[config.mk]
export PLATFORM = sky130hd
export DESIGN_NAME = fdiv_pack
export DESIGN_NICKNAME = d
export VERILOG_FILES = /design/src/rtl/fdiv_pack_pkg.sv /design/src/rtl/fdiv_classify.sv /design/src/rtl/fdiv_pack.sv
export SDC_FILE = /design/constraint.sdc
export NUM_CORES = 1
export LEC_CHECK = 0
export ABC_CLOCK_PERIOD_IN_PS = 4000
export CORE_UTILIZATION = 48
export CTS_BUF_LIST = sky130_fd_sc_hd__clkbuf_4 sky130_fd_sc_hd__clkbuf_8 sky130_fd_sc_hd__clkbuf_16
export DETAILED_ROUTE_END_ITERATION = 12
export HOLD_SLACK_MARGIN = 0.15
export MAX_ROUTING_LAYER = met4
export PLACE_DENSITY = 0.9
export SLEW_MARGIN = 20
export SYNTH_ARGS = -nofsm -noshare
export SYNTH_HDL_FRONTEND = slang
export SYNTH_HIERARCHICAL = 1
export SYNTH_SLANG_ARGS = --single-unit
[constraint.sdc]
create_clock -name clk -period 4 [get_ports clk]
set_input_delay 0.6 -clock clk [delete_from_list [all_inputs] [get_ports clk]]
set_output_delay 0.6 -clock clk [all_outputs]
set_load 0.02 [all_outputs]
[src/rtl/fdiv_pack_pkg.sv]
// Shared binary32 field definitions, bias, canonical quiet NaN and operand classes
// for the divider result packer.
package fdiv_pack_pkg;

   localparam int EXP_W  = 8;
   localparam int FRAC_W = 23;
   localparam int BIAS   = 127;

   localparam logic [EXP_W-1:0] EXP_MAX = '1;
   localparam logic [31:0]      QNAN    = 32'h7FC0_0000;

   typedef enum logic [1:0] {
      CLS_ZERO,
      CLS_INF,
      CLS_NAN,
      CLS_NORM
   } fp_class_t;

endpackage

[src/rtl/fdiv_classify.sv]
// Combinational binary32 operand classifier: splits out sign and biased exponent
// and reports zero/inf/NaN/normal, treating subnormals as zero.
module fdiv_classify
   import fdiv_pack_pkg::*;
(
   input  logic [31:0]      value,
   output fp_class_t        cls,
   output logic             sign,
   output logic [EXP_W-1:0] biased_exp
);

   always_comb begin
      sign       = value[31];
      biased_exp = value[30:23];
      cls        = CLS_NORM;
      if (biased_exp == '0)
         cls = CLS_ZERO;
      else if (biased_exp == EXP_MAX)
         cls = (value[FRAC_W-1:0] != '0) ? CLS_NAN : CLS_INF;
   end

endmodule

[src/rtl/fdiv_pack.sv]
// Two-stage valid/ready packer turning operands plus a divider mantissa quotient into a
// binary32 quotient with truncation and flush-to-zero. Sticky flags need FDIV_FLAGS_EN.
module fdiv_pack
   import fdiv_pack_pkg::*;
#(
   parameter int FP_DW = 32
) (
   input  logic             clk,
   input  logic             rst,
   input  logic             in_valid,
   output logic             in_ready,
   input  logic [FP_DW-1:0] div_rb,
   input  logic [FP_DW-1:0] div_rc,
   input  logic [FP_DW-1:0] div_ra,
   output logic             out_valid,
   input  logic             out_ready,
   output logic [FP_DW-1:0] out_ra,
   input  logic             flag_clr,
   output logic             div_lvf_flag,
   output logic             div_luf_flag,
   output logic             div_dz_flag,
   output logic             div_nv_flag
);

   fp_class_t        cls_a, cls_b;
   logic             sign_a, sign_b;
   logic [EXP_W-1:0] exp_a, exp_b;

   logic             s1_valid;
   logic             s1_sign;
   logic [EXP_W-1:0] s1_ea, s1_eb;
   logic [23:0]      s1_q;
   fp_class_t        s1_cls_a, s1_cls_b;

   logic             out_adv;
   logic [9:0]       exp_raw, exp_adj;
   logic [FRAC_W-1:0] frac;
   logic [31:0]      res_ra;
   logic             res_lvf, res_luf, res_dz, res_nv;
   logic             ev_lvf, ev_luf, ev_dz, ev_nv;

   fdiv_classify u_class_a (
      .value      (div_rb),
      .cls        (cls_a),
      .sign       (sign_a),
      .biased_exp (exp_a)
   );

   fdiv_classify u_class_b (
      .value      (div_rc),
      .cls        (cls_b),
      .sign       (sign_b),
      .biased_exp (exp_b)
   );

   assign out_adv  = !out_valid || out_ready;
   assign in_ready = !s1_valid || out_adv;

   always_ff @(posedge clk or posedge rst) begin
      if (rst) begin
         s1_valid <= 1'b0;
         s1_sign  <= 1'b0;
         s1_ea    <= '0;
         s1_eb    <= '0;
         s1_q     <= '0;
         s1_cls_a <= CLS_ZERO;
         s1_cls_b <= CLS_ZERO;
      end else if (in_ready) begin
         s1_valid <= in_valid;
         if (in_valid) begin
            s1_sign  <= sign_a ^ sign_b;
            s1_ea    <= exp_a;
            s1_eb    <= exp_b;
            s1_q     <= div_ra[31:8];
            s1_cls_a <= cls_a;
            s1_cls_b <= cls_b;
         end
      end
   end

   // s1_q[23] is the quotient integer bit; when clear the mantissa is renormalised by one.
   always_comb begin
      exp_raw = {2'b00, s1_ea} - {2'b00, s1_eb} + 10'(BIAS);
      exp_adj = s1_q[23] ? exp_raw : exp_raw - 10'd1;
      frac    = s1_q[23] ? s1_q[22:0] : {s1_q[21:0], 1'b0};
      res_ra  = {s1_sign, exp_adj[EXP_W-1:0], frac};
      res_lvf = 1'b0;
      res_luf = 1'b0;
      res_dz  = 1'b0;
      res_nv  = 1'b0;
      if (s1_cls_a == CLS_NAN || s1_cls_b == CLS_NAN) begin
         res_ra = QNAN;
         res_nv = 1'b1;
      end else if ((s1_cls_a == CLS_ZERO && s1_cls_b == CLS_ZERO) ||
                   (s1_cls_a == CLS_INF  && s1_cls_b == CLS_INF)) begin
         res_ra = QNAN;
         res_nv = 1'b1;
      end else if (s1_cls_a == CLS_NORM && s1_cls_b == CLS_ZERO) begin
         res_ra = {s1_sign, EXP_MAX, {FRAC_W{1'b0}}};
         res_dz = 1'b1;
      end else if (s1_cls_a == CLS_INF) begin
         res_ra = {s1_sign, EXP_MAX, {FRAC_W{1'b0}}};
      end else if (s1_cls_a == CLS_ZERO || s1_cls_b == CLS_INF) begin
         res_ra = {s1_sign, 31'd0};
      end else if ($signed(exp_adj) >= 10'sd255) begin
         res_ra  = {s1_sign, EXP_MAX, {FRAC_W{1'b0}}};
         res_lvf = 1'b1;
      end else if ($signed(exp_adj) <= 10'sd0) begin
         res_ra  = {s1_sign, 31'd0};
         res_luf = 1'b1;
      end
   end

   always_ff @(posedge clk or posedge rst) begin
      if (rst) begin
         out_valid <= 1'b0;
         out_ra    <= '0;
         ev_lvf    <= 1'b0;
         ev_luf    <= 1'b0;
         ev_dz     <= 1'b0;
         ev_nv     <= 1'b0;
      end else if (out_adv) begin
         out_valid <= s1_valid;
         if (s1_valid) begin
            out_ra <= res_ra;
            ev_lvf <= res_lvf;
            ev_luf <= res_luf;
            ev_dz  <= res_dz;
            ev_nv  <= res_nv;
         end
      end
   end

   logic unused_ra_low;
   assign unused_ra_low = ^div_ra[7:0];

`ifdef FDIV_FLAGS_EN
   logic out_fire;
   logic lvf_q, luf_q, dz_q, nv_q;

   assign out_fire = out_valid && out_ready;

   // Events only count once the result actually leaves; a same-cycle set beats a clear.
   always_ff @(posedge clk or posedge rst) begin
      if (rst) begin
         lvf_q <= 1'b0;
         luf_q <= 1'b0;
         dz_q  <= 1'b0;
         nv_q  <= 1'b0;
      end else begin
         lvf_q <= (lvf_q && !flag_clr) || (out_fire && ev_lvf);
         luf_q <= (luf_q && !flag_clr) || (out_fire && ev_luf);
         dz_q  <= (dz_q  && !flag_clr) || (out_fire && ev_dz);
         nv_q  <= (nv_q  && !flag_clr) || (out_fire && ev_nv);
      end
   end

   assign div_lvf_flag = lvf_q;
   assign div_luf_flag = luf_q;
   assign div_dz_flag  = dz_q;
   assign div_nv_flag  = nv_q;
`else
   logic unused_flag_path;
   assign unused_flag_path = ^{flag_clr, ev_lvf, ev_luf, ev_dz, ev_nv};

   assign div_lvf_flag = 1'b0;
   assign div_luf_flag = 1'b0;
   assign div_dz_flag  = 1'b0;
   assign div_nv_flag  = 1'b0;
`endif

endmodule

; Yosys cells after proc, flatten, opt, wreduce, memory -nomap -nowiden
; Index checks and enable logic that the tools add are counted.
[totals]
in_bits = 101
regBits = 79
out_inout_bits = 38
elab_cells = 55
[classes]
mux = 15
eq_ne = 7
magnitude_cmp = 2
n_addsub = 3
reduce_logical = 18
bitwise = 1
[ops]
columns = cell, count
row1 = $mux W31, 5
row2 = $mux W32, 2
row3 = $reduce_bool A23 Y1, 2
row4 = $mux W23, 1
row5 = $eq A8 B8 Y1 const B, 2
row6 = $logic_not A8 Y1, 2
row7 = $mux W2, 6
row8 = $add A9 B8 Y10 const B, 1
row9 = $ge A10 B9 Y1 const B, 1
row10 = $le A10 B1 Y1 const B, 1
row11 = $mux W10, 1
row12 = $sub A10 B1 Y10 const B, 1
row13 = $sub A8 B8 Y9, 1
row14 = $eq A2 B2 Y1 const B, 3
row15 = $logic_or A1 B1 Y1, 5
row16 = $eq A2 B1 Y1 const B, 2
row17 = $logic_not A2 Y1, 2
row18 = $reduce_and A2 Y1, 2
row19 = $logic_and A1 B1 Y1, 3
row20 = $logic_not A1 Y1, 2
row21 = $xor A1 B1 Y1, 1

; Longest topological paths before layout
; Gate-level depths: netlist of run 1.
[depth]
word_depth = 12
ltp_mapped = 15
mapped_depth_nobuf = 14

; By module
; The synthesis of run 1 kept the hierarchy.
[by_module_without_submodules]
columns = mod, cells_each, seq_area_each_um2, area_per_inst_um2, n_inst
row1 = fdiv_pack, 380, 1976.9, 4331.7, 1
row2 = fdiv_classify, 26, 0.0, 190.2, 2

; Worst setup path after synthesis of run 1
; OpenSTA, ideal clock, no wires.
[synth_timing]
path_type = register -> register
start = register s1_ea[0]
end = register out_ra[0]
arrival_time_ps = 3126
required_ps = 3870
synth_period_minus_slack_ps = 3256
path_buffers = 1
stages_incl_launch_ff = 15
setup_time_ps = 130
path_slack_ps = 744
path_cell_list = dfrtp_1 > inv_1 > ha_1 > inv_1 > fa_1 > inv_1 > ha_1 > xnor3_1 > nand3_1 > a211oi_1 > nor3b_1 > xnor2_1 > nor2_1 > buf_2 > o31ai_2
[synth_via]
elab_chain_len = 12
elab_cells_between_ends = 13
classes_between = 3 x add/sub / 2 x order compare / 8 x mux
[synth_lines]
columns = element, line
row1 = start: declaration, fdiv_pack.sv:31  ; logic [EXP_W-1:0] s1_ea, s1_eb;
row2 = start signal: assignment, fdiv_pack.sv:72  ; s1_ea <= exp_a;
row3 = $sub A8 B8 Y9 (*), fdiv_pack.sv:83  ; exp_raw = {2'b00, s1_ea} - {2'b00, s1_eb} + 10'(BIAS);
row4 = $add A9 B8 Y10 (*), fdiv_pack.sv:83
row5 = $sub A10 B1 Y10, fdiv_pack.sv:84  ; exp_adj = s1_q[23] ? exp_raw : exp_raw - 10'd1;
row6 = $mux W10 (*), fdiv_pack.sv:84
row7 = $le A10 B1 Y1, fdiv_pack.sv:108  ; end else if ($signed(exp_adj) <= 10'sd0) begin
row8 = $mux W31, fdiv_pack.sv:108
row9 = $mux W31 (*), fdiv_pack.sv:105  ; end else if ($signed(exp_adj) >= 10'sd255) begin
row10 = $mux W31 (*), fdiv_pack.sv:103  ; end else if (s1_cls_a == CLS_ZERO || s1_cls_b == CLS_INF) begin
row11 = $mux W31 (*), fdiv_pack.sv:101  ; end else if (s1_cls_a == CLS_INF) begin
row12 = $mux W31 (*), fdiv_pack.sv:98  ; end else if (s1_cls_a == CLS_NORM && s1_cls_b == CLS_ZERO) begin
row13 = $mux W32 (*), fdiv_pack.sv:94  ; end else if ((s1_cls_a == CLS_ZERO && s1_cls_b == CLS_ZERO) ||
row14 = $mux W32 (*), fdiv_pack.sv:91  ; if (s1_cls_a == CLS_NAN || s1_cls_b == CLS_NAN) begin
row15 = end signal: assignment, fdiv_pack.sv:125  ; out_ra <= res_ra;
row16 = end: declaration, fdiv_pack.sv:17  ; output logic [FP_DW-1:0] out_ra,
; Every way passes the cells marked *; elsewhere a longest branch is shown, timed or not.
; A chain may end at the register's enable or synchronous reset.

; Final worst setup path of run 1
; Same ends and word-level chain as after synthesis.

==> metrics.cfg, run 1 <==
[sta]
hold_viol_final = 0
timing_max_transition_violations_final = 0
period_needed_ps = 3880
slew_headroom_pct = 43.8
fin_ws_ps = 120
tightestPinTransition_ps = 842
setup_viol = 0
setup_tns_ps = 0
finalClockSkew_ps = 13.3
clock.fmax_mhz = 258
finalCritPeriodShare_pct = 97.0

[pwr]
pwr-share-clk_pct = 19.0
p_comb_share_pct = 49.5
leakagePower_nw = 2.54
max-vdd-ir-drop_v = 0.000250
power.internal_w = 0.00224
switching_share_pct = 39.0
p_switching_w = 0.00143
power_density_mw_per_mm2 = 595
p_seq_share_pct = 31.5

[floorplan]
die_y_microns = 101
core_sq_mm = 0.00937
io_pins = 139
start_util_pct = 50.3
die_area_sq_mm = 0.0102
die_w_microns = 101
row_count = 35

[worst_setup_path]
worstPathRequired_ps = 4240
cp_max_fo = 11
cp-end-kind = flop
cpMostUsedCell = inv_1
critPathTopFamily = adder cells
cp_cell_sequence = inv_1, ha_1, inv_1, fa_1, inv_1, ha_1, xnor3_1, nand2b_1, o21ai_0, mux2i_2, xnor2_1, nor4_1, a311o_2, o31ai_2
slowest_delay_ps = 570
critPathBufInv = 3
slowest_stage = nor4_1
cp_data_arrival_time_ps = 4120
crit_type = flop to flop
cp-start-kind = flop

[synthesis]
async_flop_share_pct = 100
synth_area_per_cell_sq_um = 10.9
ys.warnings.count = 6
yosysSeqAreaShare_pct = 42.0
synth_area_sq_mm = 0.00471
netlist_top_cells_count = dfrtp_1 (79), mux2_2 (44), nand2_1 (32)
synthTopCellsByArea = dfrtp_1 (42%), mux2_2 (11%), o31ai_2 (5.0%), mux2i_1 (4.9%), buf_4 (3.7%)
yosys_register_bits = 79
yosys.area.top_type_share_pct = 42.0
yosysMostFrequentCell = dfrtp_1
synth.distinct_cells = 60
syn_inst = 432
synth-main-ff-cell = dfrtp_1
synth_top_area_cell = dfrtp_1
synth_edf_count = 0

[hold_path]
hold_class = flop to flop

[detailed_routing]
dr.first_iter.drc_count = 197
drc = 0
avgViaCountPerCell = 5.62
wire_per_inst_microns = 16.8
ant_nets = 0
vias = 3758
drt_wl_total_microns = 11200
dr.pass1.iters = 5

[clocking]
hold_buffers = 0
clock-sinks = 79
clk_pin_slew_worst_paths_ps = 90
clk_path_buf_depth = 2
clkLatencyLatePin_ps = 360
root_buffer = clkbuf_8
numCtsBuffers = 9
cts_tree = done
htree_num_levels = 3

[finish]
final_nets = 647
layout.cells.non_filler = 669
multi_input_area_sq_mm = 0.00243
syn2layout_area_growth_pct = 30.9
layout-drive-gt1-share_pct = 19.1
seq_area_sq_mm = 0.00198
fill_cells = 723
antenna_cells = 0

[global_routing]
antenna_found_initial = 0
first_global_vias = 3966
grt_pass1_wl_microns = 18500
track_usage_pct = 23.8
grt_max_degree = 52
grt_overflow_total = 0

[place]
gp_congestion = 0.832
hpwl_microns = 8160
place.port_buffers = 125
dp.cells = 651
post-place-ws_ps = 80.4

[run]
maxCapViolCount = 0

[outcome]
status = completed

## per-stage QoR
stage,hold WS [ps],instance area (sq um),utilization (%),power (W)
global placement,463,5890,62.9,0.00281
CTS,495,6130,65.4,0.00359
finish,489,6170,65.8,0.00367
global route,520,6170,65.8,0.00387
floorplan,451,4720,-,0.00232
detailed placement,477,5890,62.9,0.00288
## logic make-up (layout without fill, tap and decap cells)
| family | count (synthesis) | after routing | share of synthesized area [%] |
|---|---|---|---|
| flip-flops | 79 | 79 | 42.0 |
| AND/OR/NAND/NOR | 125 | 125 | 14.6 |
| XOR/XNOR | 17 | 17 | 3.45 |
| multiplexers | 67 | 67 | 15.4 |
| buffers and inverters | 59 | 163 | 7.33 |
| other | 1 | 4 | 0.0796 |
| AO/OA/AOI/OAI | 73 | 74 | 14.2 |
| adder cells (fa/ha/maj) | 11 | 11 | 3.08 |
## state kept, by name, summed over array words and instances, names as in the netlist
name       cells
out_ra        32
out_valid      1
s1_cls_a       2
s1_cls_b       2
s1_ea          8
s1_eb          8
s1_q          24
s1_sign        1
s1_valid       1
## power groups by stage
| stage | Clock (W) | Combinational (W) | Sequential (W) |
|---|---|---|---|
| floorplan | 0 | 0.000988 | 0.00133 |
| global placement | 0 | 0.00166 | 0.00115 |
| detailed placement | 0 | 0.00171 | 0.00117 |
| CTS | 0.000705 | 0.00173 | 0.00116 |
| global route | 0.000738 | 0.00195 | 0.00118 |
| finish | 0.000698 | 0.00182 | 0.00116 |
## per-layer routing
layer | track usage, % | share of wire (%)
met2 | 40.2 | 52
met3 | 3.74 | 4.5
met5 | - | 0
met1 | 28.2 | 41
met4 | 10.3 | 2.2
## area by class of cell
| type | count | area share, % |
|---|---|---|
| well taps | 129 | 2.62 |
| clock buffers | 11 | 2.45 |
| inverters | 17 | 1.05 |
| flip-flops and latches | 79 | 32.0 |
| repair buffers | 130 | 21.1 |
| multi-input cells | 298 | 39.3 |
| clock inverters | 5 | 1.40 |
## worst paths after layout
path,from,to,slack (ps),cells past startpoint
max reg2reg,s1_ea[0],out_ra[0],120,14
max in group asynchronous,rst,s1_q[20],2440,3
min reg2reg,out_ra[9],out_ra[9],490,2
min in group asynchronous,rst,s1_eb[7],710,2
max,s1_ea[0],out_ra[0],120,14
min,out_ra[9],out_ra[9],490,2
## layout by cell type (no fill, tap or decap), types with 3 or more instances in the layout
cell,netlist,layout
a211oi_1,4,4
nand3_1,3,3
nand4_1,6,6
mux2_2,44,44
inv_1,17,16
buf_4,23,4
mux2i_1,23,22
clkbuf_8,0,11
nor2_2,2,3
a21oi_1,6,6
or3_1,24,24
xnor2_1,11,11
o31ai_2,19,19
o22ai_1,3,3
nor2_1,17,16
nor3_1,6,6
xor2_1,5,5
a31oi_1,4,4
and2_1,3,3
ha_1,10,10
nand2_1,32,31
clkdlybuf4s50_1,0,125
o21ai_0,8,8
nand2b_1,6,6
nor4_1,12,12
dfrtp_1,79,79
conb_1,1,4
or4_4,4,4
## worst min-delay path, cell delays in order, from the launching register on
cell	delay (ps)
dfrtp_1	350
nand2_1	60
o31ai_2	50
## what timing repair did
| item | CTS | global route |
|---|---|---|
| buffers inserted | 0 | 1 |
| endpoints found under the hold margin | 0 | 0 |
| endpoints found under the setup margin | 0 | 31 |
| resized for setup | 0 | 3 |
(Power assumes the default switching activity.)
==> run 2: changes to the inputs <==
--- a/config.mk
+++ b/config.mk
@@ -6,12 +6,14 @@
 export NUM_CORES = 1
 export LEC_CHECK = 0
 export ABC_CLOCK_PERIOD_IN_PS = 4000
+export CORE_MARGIN = 3
 export CORE_UTILIZATION = 48
 export CTS_BUF_LIST = sky130_fd_sc_hd__clkbuf_4 sky130_fd_sc_hd__clkbuf_8 sky130_fd_sc_hd__clkbuf_16
 export DETAILED_ROUTE_END_ITERATION = 12
 export HOLD_SLACK_MARGIN = 0.15
 export MAX_ROUTING_LAYER = met4
 export PLACE_DENSITY = 0.9
+export SKIP_LAST_GASP = 1
 export SLEW_MARGIN = 20
 export SYNTH_ARGS = -nofsm -noshare
 export SYNTH_HDL_FRONTEND = slang
==> constraint.sdc (replaced) <==
create_clock -name clk -period 4 [get_ports clk]
set_input_delay 0.6 -clock clk [delete_from_list [all_inputs] [get_ports clk]]
set_output_delay 0.6 -clock clk [all_outputs]
set_load 0.01 [all_outputs]
==> metrics.cfg, run 2 (synthesized netlist as in run 1, its figures left out) <==
[outcome]
status = completed  ; unchanged

[sta]
setup_tns_ps = 0  ; unchanged
rsz0062_at_grt = false
clock.fmax_mhz = 266  ; was 258 MHz
hold_viol_final = 0  ; unchanged
timing_max_transition_violations_final = 0  ; unchanged
finalCritPeriodShare_pct = 94.1  ; was 97.0%
setup_viol = 0  ; unchanged
tightestPinTransition_ps = 1100  ; was 842 ps
period_needed_ps = 3760  ; was 3880 ps
holdWs_ps = 490  ; was 489 ps
finalClockSkew_ps = 18.6  ; was 13.3 ps
slew_headroom_pct = 26.3  ; was 43.8%

[place]
place.port_buffers = 125  ; unchanged
placed_area_sq_mm = 0.00589  ; unchanged
gp_congestion = 0.840  ; was 0.832
hpwl_microns = 8130  ; was 8160 microns
dp.cells = 651  ; unchanged

[floorplan]
core_sq_mm = 0.00937  ; unchanged
row_count = 35  ; unchanged
start_util_pct = 50.3  ; unchanged
die_area_sq_mm = 0.0110  ; was 0.0102 sq mm
die_y_microns = 105  ; was 101 microns
io_pins = 139  ; unchanged
die_w_microns = 105  ; was 101 microns

[run]
maxCapViolCount = 0  ; unchanged

[global_routing]
first_global_vias = 3721  ; was 3966
grt_overflow_total = 0  ; unchanged
grt_max_degree = 55  ; was 52
track_usage_pct = 20.7  ; was 23.8%
antenna_found_initial = 0  ; unchanged
grt_pass1_wl_microns = 18000  ; was 18500 microns

[finish]
reg_top3 = out_ra (32), s1_q (24)  ; unchanged
syn2layout_area_growth_pct = 30.6  ; was 30.9%
multi_input_area_sq_mm = 0.00242  ; was 0.00243 sq mm
fin_area_sq_mm = 0.00616  ; was 0.00617 sq mm
fill_cells = 743  ; was 723
largest_reg_flops = 32  ; unchanged
antenna_cells = 0  ; unchanged
final_nets = 648  ; was 647
layout.cells.non_filler = 670  ; was 669
largest_register = out_ra  ; unchanged
final_common_cell = clkdlybuf4s50_1  ; unchanged
layout_common_cells = clkdlybuf4s50_1 (125), dfrtp_1 (79), mux2_2 (44), nand2_1 (31), or3_1 (24)  ; unchanged
seq_area_sq_mm = 0.00198  ; unchanged
layout-drive-gt1-share_pct = 19.0  ; was 19.1%

[clocking]
clkLatencyLatePin_ps = 370  ; was 360 ps
htree_num_levels = 3  ; unchanged
numCtsBuffers = 9  ; unchanged
hold_buffers = 0  ; unchanged
clock-sinks = 79  ; unchanged
cts_tree = done  ; unchanged
clk_pin_slew_worst_paths_ps = 100  ; was 90 ps
clk_path_buf_depth = 2  ; unchanged
root_buffer = clkbuf_8  ; unchanged

[detailed_routing]
drt_wl_total_microns = 11100  ; was 11200 microns
dr.first_iter.drc_count = 165  ; was 197
vias = 3707  ; was 3758
dr.pass1.iters = 4  ; was 5
avgViaCountPerCell = 5.53  ; was 5.62
ant_nets = 0  ; unchanged
wire_per_inst_microns = 16.5  ; was 16.8 microns
drc = 0  ; unchanged

[pwr]
leakagePower_nw = 2.53  ; was 2.54 nW
power_density_mw_per_mm2 = 569  ; was 595 mW/mm^2
total_power_w = 0.00350  ; was 0.00367 W
max-vdd-ir-drop_v = 0.000260  ; was 0.000250 V

[worst_setup_path]
worstPathRequired_ps = 4200  ; was 4240 ps
worstSetupStartpoint = s1_ea[0]  ; unchanged
crit_type = flop to flop  ; unchanged
cp_max_fo = 12  ; was 11
cp-end-kind = flop  ; unchanged
r2r-start = s1_ea[0]  ; unchanged
cp-start-kind = flop  ; unchanged
cp_data_arrival_time_ps = 3960  ; was 4120 ps

[hold_path]
hold_class = flop to flop  ; unchanged
min_from = out_ra[13]  ; was out_ra[9]

==> run 2: cell types whose count changed in the layout (fill, tap and decap cells not counted), sizes merged <==
| cell | previous run | this run |
|---|---|---|
| clkbuf | 11 | 9 |
| inv | 18 | 19 |
| clkinv | 2 | 3 |
| bufinv | 2 | 1 |
| buf | 5 | 6 |
| clkinvlp | 0 | 1 |
==> run 2: final cells by class <==
type,count,share of cell area (%)
Inverter,17,1.06
Clock buffer,9,2.01
Clock inverter,7,1.44
Sequential cell,79,32.1
Timing Repair Buffer,131,21.5
Multi-Input combinational cell,298,39.3
Tap cell,129,2.62
==> run 2: final timing paths <==
check                              to  slack, ps  depth (start not counted)
setup reg to reg           out_ra[22]        240                         15
min in group asynchronous  out_ra[19]        730                          2
max in group asynchronous  out_ra[27]       2420                          3
hold / removal             out_ra[13]        490                          2
setup / recovery           out_ra[22]        240                         15
hold reg to reg            out_ra[13]        490                          2
==> run 2: metrics by stage <==
step	setup WS, ps	utilization, %
3_3_place_gp	286	62.9
5_1_grt	46.2	65.7
6_report	237	65.7
2_1_floorplan	744	-
4_1_cts	122	65.1
3_5_place_dp	166	62.9
==> run 2: critical path: stages (launching register included) <==
cell      delay [ps]
dfrtp_1          380
inv_1             60
ha_1             180
inv_1             60
fa_1             500
inv_1             60
ha_1             200
xnor3_1          230
nand2b_1         110
o21ai_0           80
mux2i_1          420
xnor2_1          210
nor4_1           540
a311o_2          310
buf_12           160
o32ai_1           90
==> run 2: where the power goes <==
part | switching (W) | internal, W
clock network | 0.000336 | 0.000301
logic | 0.000854 | 0.000865
registers | 0.000130 | 0.00101
==> run 2: metal layers <==
| layer | track usage (%) | wire (microns) | vias up | part of all wire, % |
|---|---|---|---|---|
| met3 | 3.64 | 495 | 22 | 4.5 |
| li1 | - | - | 1780 | - |
| met5 | - | 0 | - | 0 |
| met1 | 25.4 | 4740 | 1783 | 43 |
| met2 | 34.4 | 5570 | 122 | 50 |
| met4 | 7.59 | 276 | 0 | 2.5 |
==> run 2: what timing repair did <==
item / in CTS / in global routing
buffers inserted: 0 / 2
setup endpoints to repair: 0 / 30
gates resized for setup: 0 / 2
